==> src/rtl/reg_wr_arbiter_if.sv <==
// Shared register write channel: one write pulse carrying address, data and bit mask.
interface reg_wrchan_if #(
    parameter int K_DWIDTH = 8,
    parameter int K_AWIDTH = 16
);
    logic                write;
    logic [K_AWIDTH-1:0] addr;
    logic [K_DWIDTH-1:0] data;
    logic [K_DWIDTH-1:0] bmask;

    modport master (output write, addr, data, bmask);
    modport slave  (input  write, addr, data, bmask);
endinterface

==> src/rtl/reg_wr_arbiter.sv <==
// Round-robin arbiter merging K_NREQ register write requesters onto one write channel.
// Optional grant locking is compiled in when REG_WR_ARB_LOCK_EN is defined.
module reg_wr_arbiter #(
    parameter int K_NREQ    = 4,
    parameter int K_DWIDTH  = 8,
    parameter int K_AWIDTH  = 16,
    parameter int K_MAXLOCK = 4
) (
    input  logic                               i_clk,
    input  logic                               i_rst_n,
    input  logic [K_NREQ-1:0]                  i_req_valid,
    output logic [K_NREQ-1:0]                  o_req_ready,
    input  logic [K_NREQ-1:0][K_AWIDTH-1:0]    i_req_addr,
    input  logic [K_NREQ-1:0][K_DWIDTH-1:0]    i_req_data,
    input  logic [K_NREQ-1:0][K_DWIDTH-1:0]    i_req_bmask,
    input  logic [K_NREQ-1:0]                  i_req_lock,
    reg_wrchan_if.master                       wr,
    output logic [$clog2(K_NREQ)-1:0]          o_grant_id
);

    localparam int IW = $clog2(K_NREQ);

    logic [IW-1:0] last;
    logic          rr_hit;
    logic [IW-1:0] rr_idx;
    logic          gnt_hit;
    logic [IW-1:0] gnt_idx;
    logic          accept;

    // Search order starts just after the last granted requester and wraps.
    always_comb begin
        rr_hit = 1'b0;
        rr_idx = '0;
        for (int unsigned k = 1; k <= K_NREQ; k++) begin
            if (!rr_hit && i_req_valid[(32'(last) + k) % K_NREQ]) begin
                rr_hit = 1'b1;
                rr_idx = IW'((32'(last) + k) % K_NREQ);
            end
        end
    end

`ifdef REG_WR_ARB_LOCK_EN
    typedef enum logic {
        S_IDLE,
        S_LOCKED
    } lock_state_t;

    lock_state_t   state, state_nx;
    logic [IW-1:0] owner, owner_nx;
    logic [7:0]    cnt, cnt_nx;
    logic          lock_grant;

    assign lock_grant = (state == S_LOCKED) && i_req_valid[owner];

    always_comb begin
        gnt_hit = rr_hit;
        gnt_idx = rr_idx;
        if (lock_grant) begin
            gnt_hit = 1'b1;
            gnt_idx = owner;
        end
    end

    // Owner dropping valid ends the lock in the same cycle; round-robin then
    // arbitrates, and a new locked acceptance may immediately re-enter LOCKED.
    always_comb begin
        state_nx = state;
        owner_nx = owner;
        cnt_nx   = cnt;
        if (lock_grant) begin
            if (!i_req_lock[owner] || cnt == 8'(K_MAXLOCK - 1)) begin
                state_nx = S_IDLE;
                cnt_nx   = '0;
            end else begin
                cnt_nx = cnt + 8'd1;
            end
        end else begin
            state_nx = S_IDLE;
            cnt_nx   = '0;
            if (accept && i_req_lock[gnt_idx] && K_MAXLOCK > 1) begin
                state_nx = S_LOCKED;
                owner_nx = gnt_idx;
                cnt_nx   = 8'd1;
            end
        end
    end

    always_ff @(posedge i_clk or negedge i_rst_n) begin
        if (!i_rst_n) begin
            state <= S_IDLE;
            owner <= '0;
            cnt   <= '0;
        end else begin
            state <= state_nx;
            owner <= owner_nx;
            cnt   <= cnt_nx;
        end
    end
`else
    logic unused_lock;
    assign unused_lock = ^i_req_lock;

    always_comb begin
        gnt_hit = rr_hit;
        gnt_idx = rr_idx;
    end
`endif

    always_comb begin
        o_req_ready = '0;
        if (i_rst_n && gnt_hit) begin
            o_req_ready[gnt_idx] = 1'b1;
        end
    end

    assign accept = |o_req_ready;

    always_ff @(posedge i_clk or negedge i_rst_n) begin
        if (!i_rst_n) begin
            wr.write   <= 1'b0;
            wr.addr    <= '0;
            wr.data    <= '0;
            wr.bmask   <= '0;
            o_grant_id <= '0;
            last       <= IW'(K_NREQ - 1);
        end else begin
            wr.write <= accept;
            if (accept) begin
                wr.addr    <= i_req_addr[gnt_idx];
                wr.data    <= i_req_data[gnt_idx];
                wr.bmask   <= i_req_bmask[gnt_idx];
                o_grant_id <= gnt_idx;
                last       <= gnt_idx;
            end
        end
    end

endmodule

==> src/flat_wrapper.sv <==
// flat-port wrapper written by rule: the top's interface ports become plain ports
module reg_wr_arbiter_flat 
#(
    parameter int K_NREQ    = 4,
    parameter int K_DWIDTH  = 8,
    parameter int K_AWIDTH  = 16,
    parameter int K_MAXLOCK = 4
)
  (i_clk, i_rst_n, i_req_valid, o_req_ready, i_req_addr, i_req_data, i_req_bmask, i_req_lock, o_grant_id, wr_write, wr_addr, wr_data, wr_bmask);
  reg_wrchan_if #(.K_DWIDTH(K_DWIDTH), .K_AWIDTH(K_AWIDTH)) wr_i ();
  input  logic i_clk;
  input  logic i_rst_n;
  input  logic [K_NREQ-1:0] i_req_valid;
  output logic [K_NREQ-1:0] o_req_ready;
  input  logic [K_NREQ-1:0][K_AWIDTH-1:0] i_req_addr;
  input  logic [K_NREQ-1:0][K_DWIDTH-1:0] i_req_data;
  input  logic [K_NREQ-1:0][K_DWIDTH-1:0] i_req_bmask;
  input  logic [K_NREQ-1:0] i_req_lock;
  output logic [$clog2(K_NREQ)-1:0] o_grant_id;
  output wire logic [$bits(wr_i.write)-1:0] wr_write;
  output wire logic [$bits(wr_i.addr)-1:0] wr_addr;
  output wire logic [$bits(wr_i.data)-1:0] wr_data;
  output wire logic [$bits(wr_i.bmask)-1:0] wr_bmask;
  assign wr_write = wr_i.write;
  assign wr_addr = wr_i.addr;
  assign wr_data = wr_i.data;
  assign wr_bmask = wr_i.bmask;
  reg_wr_arbiter #(.K_NREQ(K_NREQ), .K_DWIDTH(K_DWIDTH), .K_AWIDTH(K_AWIDTH), .K_MAXLOCK(K_MAXLOCK)) u_core (.i_clk(i_clk), .i_rst_n(i_rst_n), .i_req_valid(i_req_valid), .o_req_ready(o_req_ready), .i_req_addr(i_req_addr), .i_req_data(i_req_data), .i_req_bmask(i_req_bmask), .i_req_lock(i_req_lock), .wr(wr_i), .o_grant_id(o_grant_id));
endmodule
==> config.mk <==
export PLATFORM = sky130hd
export DESIGN_NAME = reg_wr_arbiter_flat
export DESIGN_NICKNAME = d
export VERILOG_FILES = /design/src/rtl/reg_wr_arbiter_if.sv /design/src/rtl/reg_wr_arbiter.sv /design/src/flat_wrapper.sv
export SDC_FILE = /design/constraint.sdc
export NUM_CORES = 1
export LEC_CHECK = 0
export CORE_MARGIN = 2
export CORE_UTILIZATION = 34
export CTS_BUF_LIST = sky130_fd_sc_hd__clkbuf_4 sky130_fd_sc_hd__clkbuf_8
export DETAILED_ROUTE_END_ITERATION = 6
export PLACE_DENSITY = 0.78
export SYNTH_ARGS = -nofsm -noshare
export SYNTH_HDL_FRONTEND = slang
export SYNTH_SLANG_ARGS = --single-unit
export TNS_END_PERCENT = 5
==> constraint.sdc <==
create_clock -name i_clk -period 3.36 [get_ports i_clk]
set_input_delay 1.008 -clock i_clk [delete_from_list [all_inputs] [get_ports i_clk]]
set_output_delay 1.008 -clock i_clk [all_outputs]
set_load 0.01 [all_outputs]
[Word level (Yosys, flattened, before mapping)]
Index checks and enable logic that the tools add are counted.
Storage, ports and cells
  register bits after elaboration: 37
  output and inout bits: 39
  word-level logic and storage cells: 50
Cells by class
  add/subtract/negate cells: 4
  order comparisons: 6
  multiplexer cells: 25
  reductions and logical operators: 9
Operator list (number)
  16-bit binary-select mux with 2-bit select: 1
  8-bit binary-select mux with 2-bit select: 2
  16-bit two-way mux: 1
  8-bit two-way mux: 2
  2-bit by 3-bit < comparator with 1-bit output, second input constant: 5
  1-bit two-way mux: 9
  1-bit binary-select mux with 2-bit select: 4
  2-bit two-way mux: 4
  1-bit logical AND: 5
  2-bit by 1-bit adder with 2-bit output, second input constant: 2
  2-bit adder, second input constant: 2
  4-bit two-way mux: 1
  4-bit OR reduction: 1
  1-bit zero test: 3
  1-bit demux with 2-bit select: 1
  2-bit by 1-bit greater-or-equal comparator with 1-bit output, second input constant: 1

[Longest topological paths before layout]
  depth in word-level cells: 19
  gate-level depth with buffers: 7

[Least setup slack after synthesis]
Ideal clock, no wire load.
  path type: input to output
  from: input i_req_valid[1]
  to: output o_req_ready[0]
  arrival: 2074 ps
  slack: 278 ps
  cell stages on the path: 5
  buffers on the path: 1
  cells stage by stage: o41ai_4 -> inv_2 -> nand2_1 -> buf_2 -> nor2_1
On the way
  word-level cells in the longest chain between the ends: 17
  elaborated cells on any way between the ends: 29
  those cells by class: order compare: 2; mux: 19; reduce/logical: 8
RTL lines
  start, declared: line flat_wrapper.sv:13  | input logic [K_NREQ-1:0] i_req_valid;
  1-bit binary-select mux with 2-bit select: line reg_wr_arbiter.sv:35  | if (!rr_hit && i_req_valid[(32'(last) + k) % K_NREQ]) begin
  1-bit two-way mux (not written as such): line reg_wr_arbiter.sv:35
  1-bit two-way mux: line reg_wr_arbiter.sv:35
  1-bit zero test: line reg_wr_arbiter.sv:35
  1-bit logical AND: line reg_wr_arbiter.sv:35
  1-bit two-way mux: line reg_wr_arbiter.sv:35
  1-bit zero test: line reg_wr_arbiter.sv:35
  1-bit logical AND: line reg_wr_arbiter.sv:35
  1-bit two-way mux: line reg_wr_arbiter.sv:35
  1-bit zero test: line reg_wr_arbiter.sv:35
  1-bit logical AND: line reg_wr_arbiter.sv:35
  2-bit two-way mux: line reg_wr_arbiter.sv:35
  2-bit by 3-bit < comparator with 1-bit output (not written as such) or 2-bit by 1-bit greater-or-equal comparator with 1-bit output (tied branches): line reg_wr_arbiter.sv:112  | o_req_ready[gnt_idx] = 1'b1;
  1-bit logical AND (not written as such): line reg_wr_arbiter.sv:112
  1-bit two-way mux (not written as such): line reg_wr_arbiter.sv:112
  1-bit demux with 2-bit select
  4-bit two-way mux *: line reg_wr_arbiter.sv:111  | if (i_rst_n && gnt_hit) begin
  end, declared: line flat_wrapper.sv:14  | output logic [K_NREQ-1:0] o_req_ready;
Every way passes the cells marked *; elsewhere a longest branch is shown, timed or not. The select of a mux whose other input is x is not followed.

[Final worst setup path]
  from: input i_req_valid[3]
  to: output o_req_ready[1]
Same word-level chain as after synthesis.

==> flow_metrics.py <==
metrics = {
    "run_status": {
        "outcome": "complete, no violations",
    },
    "clock_network": {
        "holdBufCountCts": 0,
        "cts.root.buffer_cell": "sky130_fd_sc_hd__clkbuf_8",
        "maximum_count_of_clock_buffers_along_a_single_path": 2,
        "clock-sinks": 37,
        "clkSlewWorstSetupHoldPaths_ns": 0.07,
        "cts_max_level": 2,
        "worstSkewPairLatency_ns": 0.29,
        "cts_tree": "done",
        "cts_inserted_buffers": 5,
    },
    "global_route": {
        "pin_count_of_the_biggest_net_entering_global_routing": 39,
        "grt_first_pass_wirelength_um": 11900,
        "grt_usage": 0.206,
        "antenna_found_initial": 0,
        "via_count_of_the_first_global_routing_pass": 2486,
        "grt.overflow.total": 0,
    },
    "layout": {
        "finish.net_count": 526,
        "antenna_diode_count": 0,
        "filler_cell_count": 536,
        "final_util": 0.657,
        "postLayoutCellArea_sq_um": 4200,
        "final_layout_size_suffix_gt1_frac": 0.0848,
        "synthToLayoutAreaGrowth_pct": 85.4,
    },
    "floorplanning": {
        "dieArea_sq_um": 7330,
        "floorplan.die.height_um": 85.6,
        "initial_utilization": 0.354,
        "die-width_um": 85.6,
        "std_cell_rows": 29,
        "core-area_sq_um": 6390,
        "ios": 177,
    },
    "sta": {
        "finalHoldViolations": 0,
        "final_min_period_over_clock_period": 0.980,
        "setup-violations-final": 0,
        "period_needed_ns": 3.29,
        "drv_slew": 0,
        "max_freq_mhz": 304,
        "setup_skew_ns": 0.00397,
        "rsz0062_at_grt": "no",
        "worst_hold_margin_ns": 0.476,
        "fin_ws_ns": 0.0678,
        "max-slew-margin-rel": 0.580,
        "worst_pin_slew_ns": 0.630,
    },
    "logic_synthesis": {
        "synthDistinctLibCells": 22,
        "yosysTopAreaCell": "sky130_fd_sc_hd__dfrtp_1",
        "synth.cell_area_sq_um": 2260,
        "yosys_warnings": 0,
        "synthMostInstantiatedCell": "sky130_fd_sc_hd__mux2i_1",
        "synth.top_cells.by_count": "65 x sky130_fd_sc_hd__mux2i_1, 37 x sky130_fd_sc_hd__nand2_1, 35 x sky130_fd_sc_hd__dfrtp_1",
        "yosysTopAreaCellShare": 0.387,
        "async_reset_ff_frac": 1.00,
        "syn_inst": 210,
        "synthTopCellsByArea": "sky130_fd_sc_hd__dfrtp_1 39%, sky130_fd_sc_hd__mux2i_1 29%, sky130_fd_sc_hd__o221ai_1 12%",
        "syn_nets": 348,
        "synth_sequential_area_ratio": 0.410,
        "yosys_most_used_dff": "sky130_fd_sc_hd__dfrtp_1",
        "post_synth.cell_area_avg_sq_um": 10.8,
        "synth_edf_count": 0,
        "ff_latch_count_synth": 37,
    },
    "route": {
        "drt_iter0_markers": 85,
        "firstDrtPassIters": 5,
        "wl_um": 7650,
        "viasPerCell": 5.13,
        "detailroute.via_count": 2390,
        "ant_nets": 0,
        "post-route-drc-count": 0,
        "wl_per_cell_um": 16.4,
    },
    "critical_path": {
        "cp.required_ns": 2.35,
        "arrival_ns": 2.28,
        "critical_path.endpoint_type": "output pin",
        "cp-start-kind": "primary input",
        "depth_of_the_worst_register_to_register_path": 8,
        "critPathMaxFanout": 5,
        "path_class": "in -> out",
    },
    "placed_design": {
        "dpl-instance-area_sq_um": 4070,
        "dp.final_hpwl_um": 5870,
        "numPortBuffers": 172,
        "place_ws_ns": -0.408,
        "place.gp.congestion": 0.775,
    },
    "power": {
        "max-vdd-ir-drop_uv": 215,
        "power_per_cell_area_nw_per_um2": 450,
        "design_power_total_mw": 1.89,
        "leakage_power_total_nw": 1.85,
    },
    "run": {
        "max_cap_viols": 0,
    },
    "hold_path": {
        "hold_path.class": "reg -> reg",
        "hold_depth": 2,
    },
}
==> cell type report <==
class	instances	area [sq um]	share of cell area
multi-input combinational	155	1230	0.293
inverter	2	7.51	0.00179
clock inverter	2	37.5	0.00895
timing repair buffer	187	1810	0.432
sequential	37	928	0.221
tap	77	96.3	0.0230
clock buffer	6	82.6	0.0197
==> worst max-delay path, cell delays in order <==
cell and delay, ns:
sky130_fd_sc_hd__dlygate4sd2_1 0.27, sky130_fd_sc_hd__buf_4 0.15, sky130_fd_sc_hd__o41ai_4 0.35, sky130_fd_sc_hd__inv_2 0.10, sky130_fd_sc_hd__and3_1 0.19, sky130_fd_sc_hd__clkdlybuf4s15_1 0.22
==> placed cells by master (no fill, tap or decap), drive strengths merged <==
cell type and count:
clkdlybuf4s50 163, dlygate4sd2 4, o221ai 33, clkinvlp 1, nand2 38, nor2 6
a31oi 1, dfstp 2, inv 2, a21o 1, dfrtp 35, a21oi 4
and2b 1, o41ai 1, mux2i 65, nand2b 3, bufinv 1, clkdlybuf4s15 2
clkbuf 6, and3 2, buf 18
==> layer usage <==
layer / GRT usage / up-vias / share of wire
met5: 0 / - / 0
met4: 0.0606 / 0 / 0.017
met3: 0.0731 / 11 / 0.10
met2: 0.381 / 116 / 0.52
met1: 0.219 / 1113 / 0.36
li1: - / 1150 / -
==> flip-flops by register name (all words and copies together), names as in the netlist <==
signal and count:
u_core.wr.write 1, u_core.wr.bmask 8, u_core.o_grant_id 2, u_core.last 2
u_core.wr.data 8, u_core.wr.addr 16
==> through the flow <==
stage               std cells  TNS [ns]
floorplan                 210         0
global placement          455     -1.41
detailed placement        455     -1.59
CTS                       465         0
global route              466         0
finish                    466         0
==> cells by family (layout without fill, tap and decap cells) <==
| logic type | after synthesis | in the layout | share of synthesized area |
|---|---|---|---|
| AOI/OAI and AO/OA | 40 | 40 | 0.164 |
| buffers and inverters | 18 | 197 | 0.0470 |
| DFF | 37 | 37 | 0.410 |
| muxes | 65 | 65 | 0.287 |
| and+or+nand+nor | 50 | 50 | 0.0912 |
==> what timing repair did <==
| item | in CTS | in global routing |
|---|---|---|
| gates resized for setup | 14 | 2 |
| hold endpoints to repair | 0 | 0 |
| buffers inserted | 2 | 1 |
| endpoints found under the setup margin | 4 | 2 |
| pin swaps | 2 | 1 |
==> report_power, final <==
group | switching [mW] | internal, mW
logic | 0.359 | 0.508
clock network | 0.159 | 0.241
registers | 0.0615 | 0.558
==> worst paths after layout <==
path | start | slack [ns] | to
worst max-delay path | i_req_valid[3] | 0.07 | o_req_ready[1]
max in group asynchronous | i_rst_n | 2.20 | u_core.last[1]$_DFFE_PN1P_
min in group asynchronous | i_rst_n | 0.81 | u_core.wr.addr[13]$_DFFE_PN0P_
worst min register to register | u_core.o_grant_id[1]$_DFFE_PN0P_ | 0.48 | u_core.o_grant_id[1]$_DFFE_PN0P_
worst max register to register | u_core.last[1]$_DFFE_PN1P_ | 0.90 | u_core.wr.addr[12]$_DFFE_PN0P_
worst min-delay path | u_core.o_grant_id[1]$_DFFE_PN0P_ | 0.48 | u_core.o_grant_id[1]$_DFFE_PN0P_
Note: power is estimated with default switching activity, not from simulation.
